`src/rtl/alu_muldiv.sv`:
```
// rtl/alu_muldiv.sv - iterative RISC-V M-extension multiply/divide unit with tagged result handshake
module alu_muldiv #(
    parameter int XLEN  = 32,
    parameter int TAG_W = 5
) (
    input  logic             clk,
    input  logic             rst,
    input  logic             flush,
    input  logic             in_valid,
    output logic             in_ready,
    input  logic [2:0]       in_op,
    input  logic [XLEN-1:0]  in_op1,
    input  logic [XLEN-1:0]  in_op2,
    input  logic [TAG_W-1:0] in_tag,
    output logic             out_valid,
    input  logic             out_ready,
    output logic [XLEN-1:0]  out_result,
    output logic [TAG_W-1:0] out_tag
);
    localparam int CW = $clog2(XLEN);

    typedef enum logic [1:0] {IDLE, CALC, DONE} state_e;

    state_e            state_q, state_d;
    logic [2:0]        op_q, op_d;
    logic [XLEN-1:0]   b_q, b_d;
    logic [2*XLEN-1:0] acc_q, acc_d;
    logic              neg_q, neg_d, rneg_q, rneg_d;
    logic [CW-1:0]     cnt_q, cnt_d;
    logic [XLEN-1:0]   result_q, result_d;
    logic [TAG_W-1:0]  tag_q, tag_d;

    logic              sgn1, sgn2, s1, s2, div_zero, div_ovf;
    logic [XLEN-1:0]   mag1, mag2, special;
    logic [XLEN:0]     mul_sum, div_top, div_diff;
    logic              div_ok;
    logic [2*XLEN-1:0] step, prod;
    logic [XLEN-1:0]   quo, rem, final_res;

    // Operand preparation for the request currently offered on the input port
    always_comb begin
        sgn1     = (in_op == 3'd1) || (in_op == 3'd2) || (in_op == 3'd4) || (in_op == 3'd6);
        sgn2     = (in_op == 3'd1) || (in_op == 3'd4) || (in_op == 3'd6);
        s1       = sgn1 && in_op1[XLEN-1];
        s2       = sgn2 && in_op2[XLEN-1];
        mag1     = s1 ? -in_op1 : in_op1;
        mag2     = s2 ? -in_op2 : in_op2;
        div_zero = (in_op2 == '0);
        div_ovf  = ((in_op == 3'd4) || (in_op == 3'd6)) &&
                   (in_op1 == {1'b1, {(XLEN-1){1'b0}}}) && (in_op2 == '1);
        if (div_zero) begin
            special = in_op[1] ? in_op1 : '1;
        end else begin
            special = in_op[1] ? '0 : in_op1;
        end
    end

    // One iteration: acc holds {product_hi, multiplier} or {remainder, dividend/quotient}
    always_comb begin
        mul_sum  = {1'b0, acc_q[2*XLEN-1:XLEN]} + {1'b0, (acc_q[0] ? b_q : '0)};
        div_top  = acc_q[2*XLEN-1:XLEN-1];
        div_diff = div_top - {1'b0, b_q};
        div_ok   = !div_diff[XLEN];
        if (op_q[2]) begin
            step = {(div_ok ? div_diff[XLEN-1:0] : div_top[XLEN-1:0]), acc_q[XLEN-2:0], div_ok};
        end else begin
            step = {mul_sum, acc_q[XLEN-1:1]};
        end
        prod = neg_q ? -step : step;
        quo  = step[XLEN-1:0];
        rem  = step[2*XLEN-1:XLEN];
        case (op_q)
            3'd0:          final_res = prod[XLEN-1:0];
            3'd1, 3'd2,
            3'd3:          final_res = prod[2*XLEN-1:XLEN];
            3'd4, 3'd5:    final_res = neg_q ? -quo : quo;
            default:       final_res = rneg_q ? -rem : rem;
        endcase
    end

    always_comb begin
        state_d  = state_q;
        op_d     = op_q;
        b_d      = b_q;
        acc_d    = acc_q;
        neg_d    = neg_q;
        rneg_d   = rneg_q;
        cnt_d    = cnt_q;
        result_d = result_q;
        tag_d    = tag_q;
        case (state_q)
            IDLE: begin
                if (in_valid && !flush) begin
                    op_d   = in_op;
                    tag_d  = in_tag;
                    b_d    = mag2;
                    acc_d  = {{XLEN{1'b0}}, mag1};
                    neg_d  = s1 ^ s2;
                    rneg_d = s1;
                    cnt_d  = '0;
                    if (in_op[2] && (div_zero || div_ovf)) begin
                        result_d = special;
                        state_d  = DONE;
                    end else begin
                        state_d  = CALC;
                    end
                end
            end
            CALC: begin
                acc_d = step;
                cnt_d = cnt_q + CW'(1);
                if (cnt_q == CW'(XLEN-1)) begin
                    result_d = final_res;
                    state_d  = DONE;
                end
            end
            DONE: begin
                if (out_ready) begin
                    state_d = IDLE;
                end
            end
            default: state_d = IDLE;
        endcase
        if (flush) begin
            state_d = IDLE;
        end
    end

    always_ff @(posedge clk) begin
        if (rst) begin
            state_q  <= IDLE;
            op_q     <= '0;
            b_q      <= '0;
            acc_q    <= '0;
            neg_q    <= 1'b0;
            rneg_q   <= 1'b0;
            cnt_q    <= '0;
            result_q <= '0;
            tag_q    <= '0;
        end else begin
            state_q  <= state_d;
            op_q     <= op_d;
            b_q      <= b_d;
            acc_q    <= acc_d;
            neg_q    <= neg_d;
            rneg_q   <= rneg_d;
            cnt_q    <= cnt_d;
            result_q <= result_d;
            tag_q    <= tag_d;
        end
    end

    assign in_ready   = (state_q == IDLE);
    assign out_valid  = (state_q == DONE);
    assign out_result = result_q;
    assign out_tag    = tag_q;
endmodule

```
`config.mk`:
```
export PLATFORM = sky130hd
export DESIGN_NAME = alu_muldiv
export DESIGN_NICKNAME = d
export VERILOG_FILES = /design/src/rtl/alu_muldiv.sv
export SDC_FILE = /design/constraint.sdc
export NUM_CORES = 1
export LEC_CHECK = 0
export CAP_MARGIN = 20
export CELL_PAD_IN_SITES_DETAIL_PLACEMENT = 1
export CELL_PAD_IN_SITES_GLOBAL_PLACEMENT = 1
export CORE_MARGIN = 8
export CORE_UTILIZATION = 44
export CTS_CLUSTER_DIAMETER = 60
export DETAILED_ROUTE_END_ITERATION = 10
export PLACE_DENSITY = 0.84
export SETUP_SLACK_MARGIN = 0.1
export SLEW_MARGIN = 20
export SYNTH_ARGS = -nofsm -noshare
export SYNTH_HDL_FRONTEND = slang
export SYNTH_SLANG_ARGS = --single-unit
```
`constraint.sdc`:
```
create_clock -name clk -period 18.2 [get_ports clk]
set_clock_uncertainty 0.15 [all_clocks]
set_input_delay 5.46 -clock clk [delete_from_list [all_inputs] [get_ports clk]]
set_output_delay 5.46 -clock clk [all_outputs]
set_load 0.01 [all_outputs]
```
# Yosys cells after proc, flatten, opt, wreduce, memory -nomap -nowiden
# Cells that the tools add are included.
# word_totals
ff_bits	145
latchBits	0
ram_bits	0
mem_bits_ro	0
inputBits	77
output_inout_bits	39
n_memories	0
# op_classes
addsub	8
n_mul	0
div	0
n_lt_le_gt_ge	0
eq_ne	18
n_shift	0
n_mux	25
bitwise	1
n_reduce_logical	26
# ops
cell	count
two-way mux 32 bit	12
two-way mux 64 bit	3
negator 32 bit	4
case mux 64 bit (2 select lines)	1
case mux 32 bit (3 select lines)	1
== test 32 bit, second input constant	2
negator 64 bit	1
case mux 32 bit (2 select lines)	1
adder 32 x 32 -> 33 bit	1
subtractor 33 x 32 -> 33 bit	1
zero test 32 bit	1
== test 3 bit, second input constant	4
case mux 5 bit (2 select lines)	1
== test 3 x 2 -> 1 bit, second input constant	3
two-way mux 2 bit	4
logical OR 1 bit	7
== test 3 x 1 -> 1 bit, second input constant	2
logical AND 1 bit	6
!= test 2 x 1 -> 1 bit, second input constant	3
case mux 2 bit (3 select lines)	1
adder 5 x 1 -> 5 bit, second input constant	1
== test 5 bit, second input constant	1
two-way mux 5 bit	1
AND reduction 2 bit	2
other kinds (12)	14

# Longest topological paths before layout
# depth
depth_word	9
mapped_depth	30
mapped_depth_nobuf	25

# Worst setup path after synthesis
# Ideal clock, no wire load.
# synth_timing
path_kind	input-to-reg
from	in in_op2[0]
to	reg result_q[22] (netlist: out_result[22])
setup_ps	92
arrival_time_ps	8287
required_time_ps	17958
setup_slack_ps	9671
stages	14
path_buffers	2
path_cell_list	inv_1 ha_1 nand2_1 or3_1 nor4_1 nand3_1 nor3_1 o21ai_0 inv_1 o21a_1 clkbuf_1 clkbuf_1 nor2_1 nor4_1
# synth_between
elab_chain_cells	6
elab_cells_between_ends	11
cone_classes	eq/ne: 2; mux: 4; reduce/logical: 5
# synth_lines
element	line	source
start, declared	13	input logic [XLEN-1:0] in_op2,
== test 32 bit	50	(in_op1 == {1'b1, {(XLEN-1){1'b0}}}) && (in_op2 == '1);
logical AND 1 bit	50	
logical OR 1 bit	101	if (in_op[2] && (div_zero || div_ovf)) begin
logical AND 1 bit	101	
!= test 2 x 1 -> 1 bit (no line)	n/a	
AND reduction 4 bit (no line)	n/a	
end signal, assigned	148	result_q <= result_d;
end, declared	30	logic [XLEN-1:0] result_q, result_d;
# Parallel ways exist; a longest one is shown, timed or not. The select of a mux whose other input is x is not followed.
# A chain may end at the register's enable or synchronous reset.

# Worst setup path after layout
# layout_timing
from	in in_op2[0]
to	reg result_q[28] (netlist: out_result[28])
# Same word-level chain as after synthesis.

==> summary.txt <==
Area growth, synth to finish -> 13.2%
kind of start point of the critical path -> primary input
post-synthesis cell type with the largest combined area -> dfxtp_1
Mapped Nets -> 2353
total global-route track usage -> 32.4%
weighted congestion reported at the end of routability-driven placement -> 0.959
Via Count -> 18300
number of cells produced by synthesis -> 2203
post-cts hold buffer count -> 0
Synth Warn # -> 0
Final Max Tran Viols -> 0
required time of the worst setup path -> 18.43 ns
placed instance count -> 2665
largest cells by area after synthesis -> dfxtp_1, nor2_1, xnor2_1, ha_1, a21oi_1
root buffer cell -> clkbuf_16
Pwr Density -> 62.6 nW/um^2
final-layout worst hold slack -> 0.308 ns
number of antenna violations at the first check in global routing -> 2
r2r setup slk -> 10.69 ns
wire length of the first global-routing pass -> 107 mm
floorplan die width -> 204 microns
number of endpoints failing setup at the final stage -> 0
layout cell share with drive strength beyond 1 -> 5.37%
CP Data Arrival Time -> 10.10 ns
crit-path max FO -> 23
height of the chip -> 204 microns
via density per instance -> 6.77
TritonCTS clock tree -> done
setup fix buffers added after clock tree synthesis -> 0
net count of the finished layout -> 2373
net switching component of the power -> 417 uW
Post-DP HPWL -> 52.7 mm
maximum count of clock buffers along a single path -> 2
Synth async-reset ratio -> 0%
number of nets with antenna violations after routing -> 0
period utilisation layout -> 54.2%
cts bufs inserted -> 17
unrepaired setup endpoints after global routing -> false
most frequent cell after synthesis -> nor2_1
remaining global-route overflow -> 0
Register-to-Register Path Depth -> 20
maximum achievable frequency -> 101 MHz
total power -> 1100 uW
post-layout utilization of the core -> 50.1%
Int Pwr -> 688 uW
sink of the worst hold path -> out_tag[0]
most common library cells after synthesis -> nor2_1, nand2_1, a21oi_1, o21ai_0, dfxtp_1
startpoint-to-endpoint class of the critical path -> in2reg
top flip-flop cell by instance count after synthesis -> dfxtp_1
number of global-route vias before repair -> 18200
Sinks on Clock Net -> 145
effective utilization at floorplan -> 44.2%
synthesized flop and latch total -> 145
Relative slew margins -> 26.1%
Worst Hold Path Cells -> 2
floorplan core area -> 35200 sq um
fraction of the yosys area taken by sequential cells -> 18.6%
count of flip-flops with a built-in enable after synthesis -> 0
Worst setup EP type -> flip-flop
number of standard-cell rows in the floorplan -> 69
number of design rule violations left after detail routing -> 0
clock transition time at the flip-flop clock pins of the worst setup and hold paths -> 0.07 ns
number of cells in the finished layout apart from fillers -> 2697
source of the critical timing path -> in_op2[0]
pin slew with the least headroom to its limit -> 1.11 ns
Comb pwr share -> 32.0%
die area -> 41700 sq um
mean cell area of the mapped netlist -> 7.07 sq um
Post-CTS Resized -> 0
setup TNS -> 0 ns
Avg WL per Cell -> 25.8 microns
Post-Route WL -> 69.5 mm
register share of total power -> 31.6%
outcome -> finished clean
maximum number of pins on one net before global-route repair -> 105
top-area cell type share of the netlist area -> 18.6%
clock network power share -> 36.5%
Post-Syn Area -> 15600 sq um
min cycle time layout -> 9.87 ns
number of buffers added on ports -> 115
maximum VDD drop -> 66.7 uV
Hold WC Path Type -> reg2reg
RR Startpoint -> b_q[23]
count of distinct cell types in the synthesized netlist -> 87
Leak -> 0.00654 uW
capture point of the worst reg-to-reg path -> out_result[28]
hold violation count in the final report -> 0
number of H-tree levels -> 4
Max-cap violations -> 0
total inserted antenna cells -> 0
net switching share of the total power -> 37.7%
detailed-router iteration count before antenna repair -> 6
clock latency at the later pin of the worst-skew pair -> 0.47 ns
count of boundary I/O pins -> 116
launch instance of the worst min-delay path -> out_tag[0]
initial DRC count -> 1984
==> sequential cells by signal, summed over array words and instances, names as in the netlist <==
register	cells
out_result	32
op_q	3
cnt_q	5
acc_q	64
rneg_q	1
b_q	32
neg_q	1
out_tag	5
state_q	2
==> area by class of cell <==
class	count	area, sq um
inverter	67	251
timing repair buffer	144	1370
fill	4534	17600
sequential	145	2910
clock inverter	13	198
tap	461	577
multi-input combinational	1848	11900
clock buffer	19	443
==> worst max-delay path: stages <==
cell             delay, ns
clkdlybuf4s50_1       0.45
inv_1                 0.10
ha_1                  0.20
nand2_1               0.09
or3_1                 0.44
nor4_1                0.58
nand3_1               0.24
nor3_2                0.23
buf_4                 0.30
o21ai_0               0.19
inv_1                 0.12
o21ai_2               0.07
nor2_1                0.77
o21ai_0               0.40
a211o_1               0.36
o211ai_2              0.08
==> layer usage <==
metal,global-route usage [%],vias to the layer above,routed length (microns)
met5,0,-,0
met2,50.7,844,30800
met3,7.59,173,6230
met1,42.6,9027,29700
li1,-,8206,-
met4,13.0,0,2810
==> power by group through the flow <==
stage | combinational (uW) | sequential, uW | clock (uW)
finish | 353 | 349 | 403
global route | 375 | 350 | 413
CTS | 342 | 348 | 401
detailed placement | 337 | 354 | 0
global placement | 328 | 354 | 0
floorplan | 223 | 344 | 0
==> logic make-up after synthesis <==
| group | Yosys count | synth area share (%) |
|---|---|---|
| compound gates | 721 | 30.8 |
| xor+xnor | 175 | 9.84 |
| fa+ha+maj | 97 | 7.50 |
| buf+inv | 210 | 5.23 |
| flops | 145 | 18.6 |
| mux | 42 | 2.84 |
| simple gates | 813 | 25.1 |
==> metrics by stage <==
stage / worst slack (ns) / cell area [sq um]
after floorplan: 9.67 / 15600
after global placement: 8.30 / 17000
after detailed placement: 8.07 / 17000
after CTS: 8.49 / 17600
after global routing: 7.93 / 17600
final: 8.33 / 17600
==> worst max-delay path by stage <==
stage / endpoint / cells past startpoint
final: out_result[28] / 16
after global routing: out_result[28] / 16
after CTS: out_result[28] / 16
after detailed placement: out_result[28] / 16
after global placement: out_result[28] / 16
after floorplan: out_result[22] / 14
==> placed cells by master, fill, tap and decap left out, types with 32 or more instances in the layout <==
master	count
a211oi_1	50
a21oi_1	173
a221oi_1	32
and2_1	44
clkdlybuf4s50_1	114
dfxtp_1	144
ha_1	71
inv_1	65
nand2_1	212
nand3_1	49
nand4_1	32
nor2_1	245
nor3_1	61
o21ai_0	154
xnor2_1	104
xor2_1	71
(Power assumes the default switching activity.)
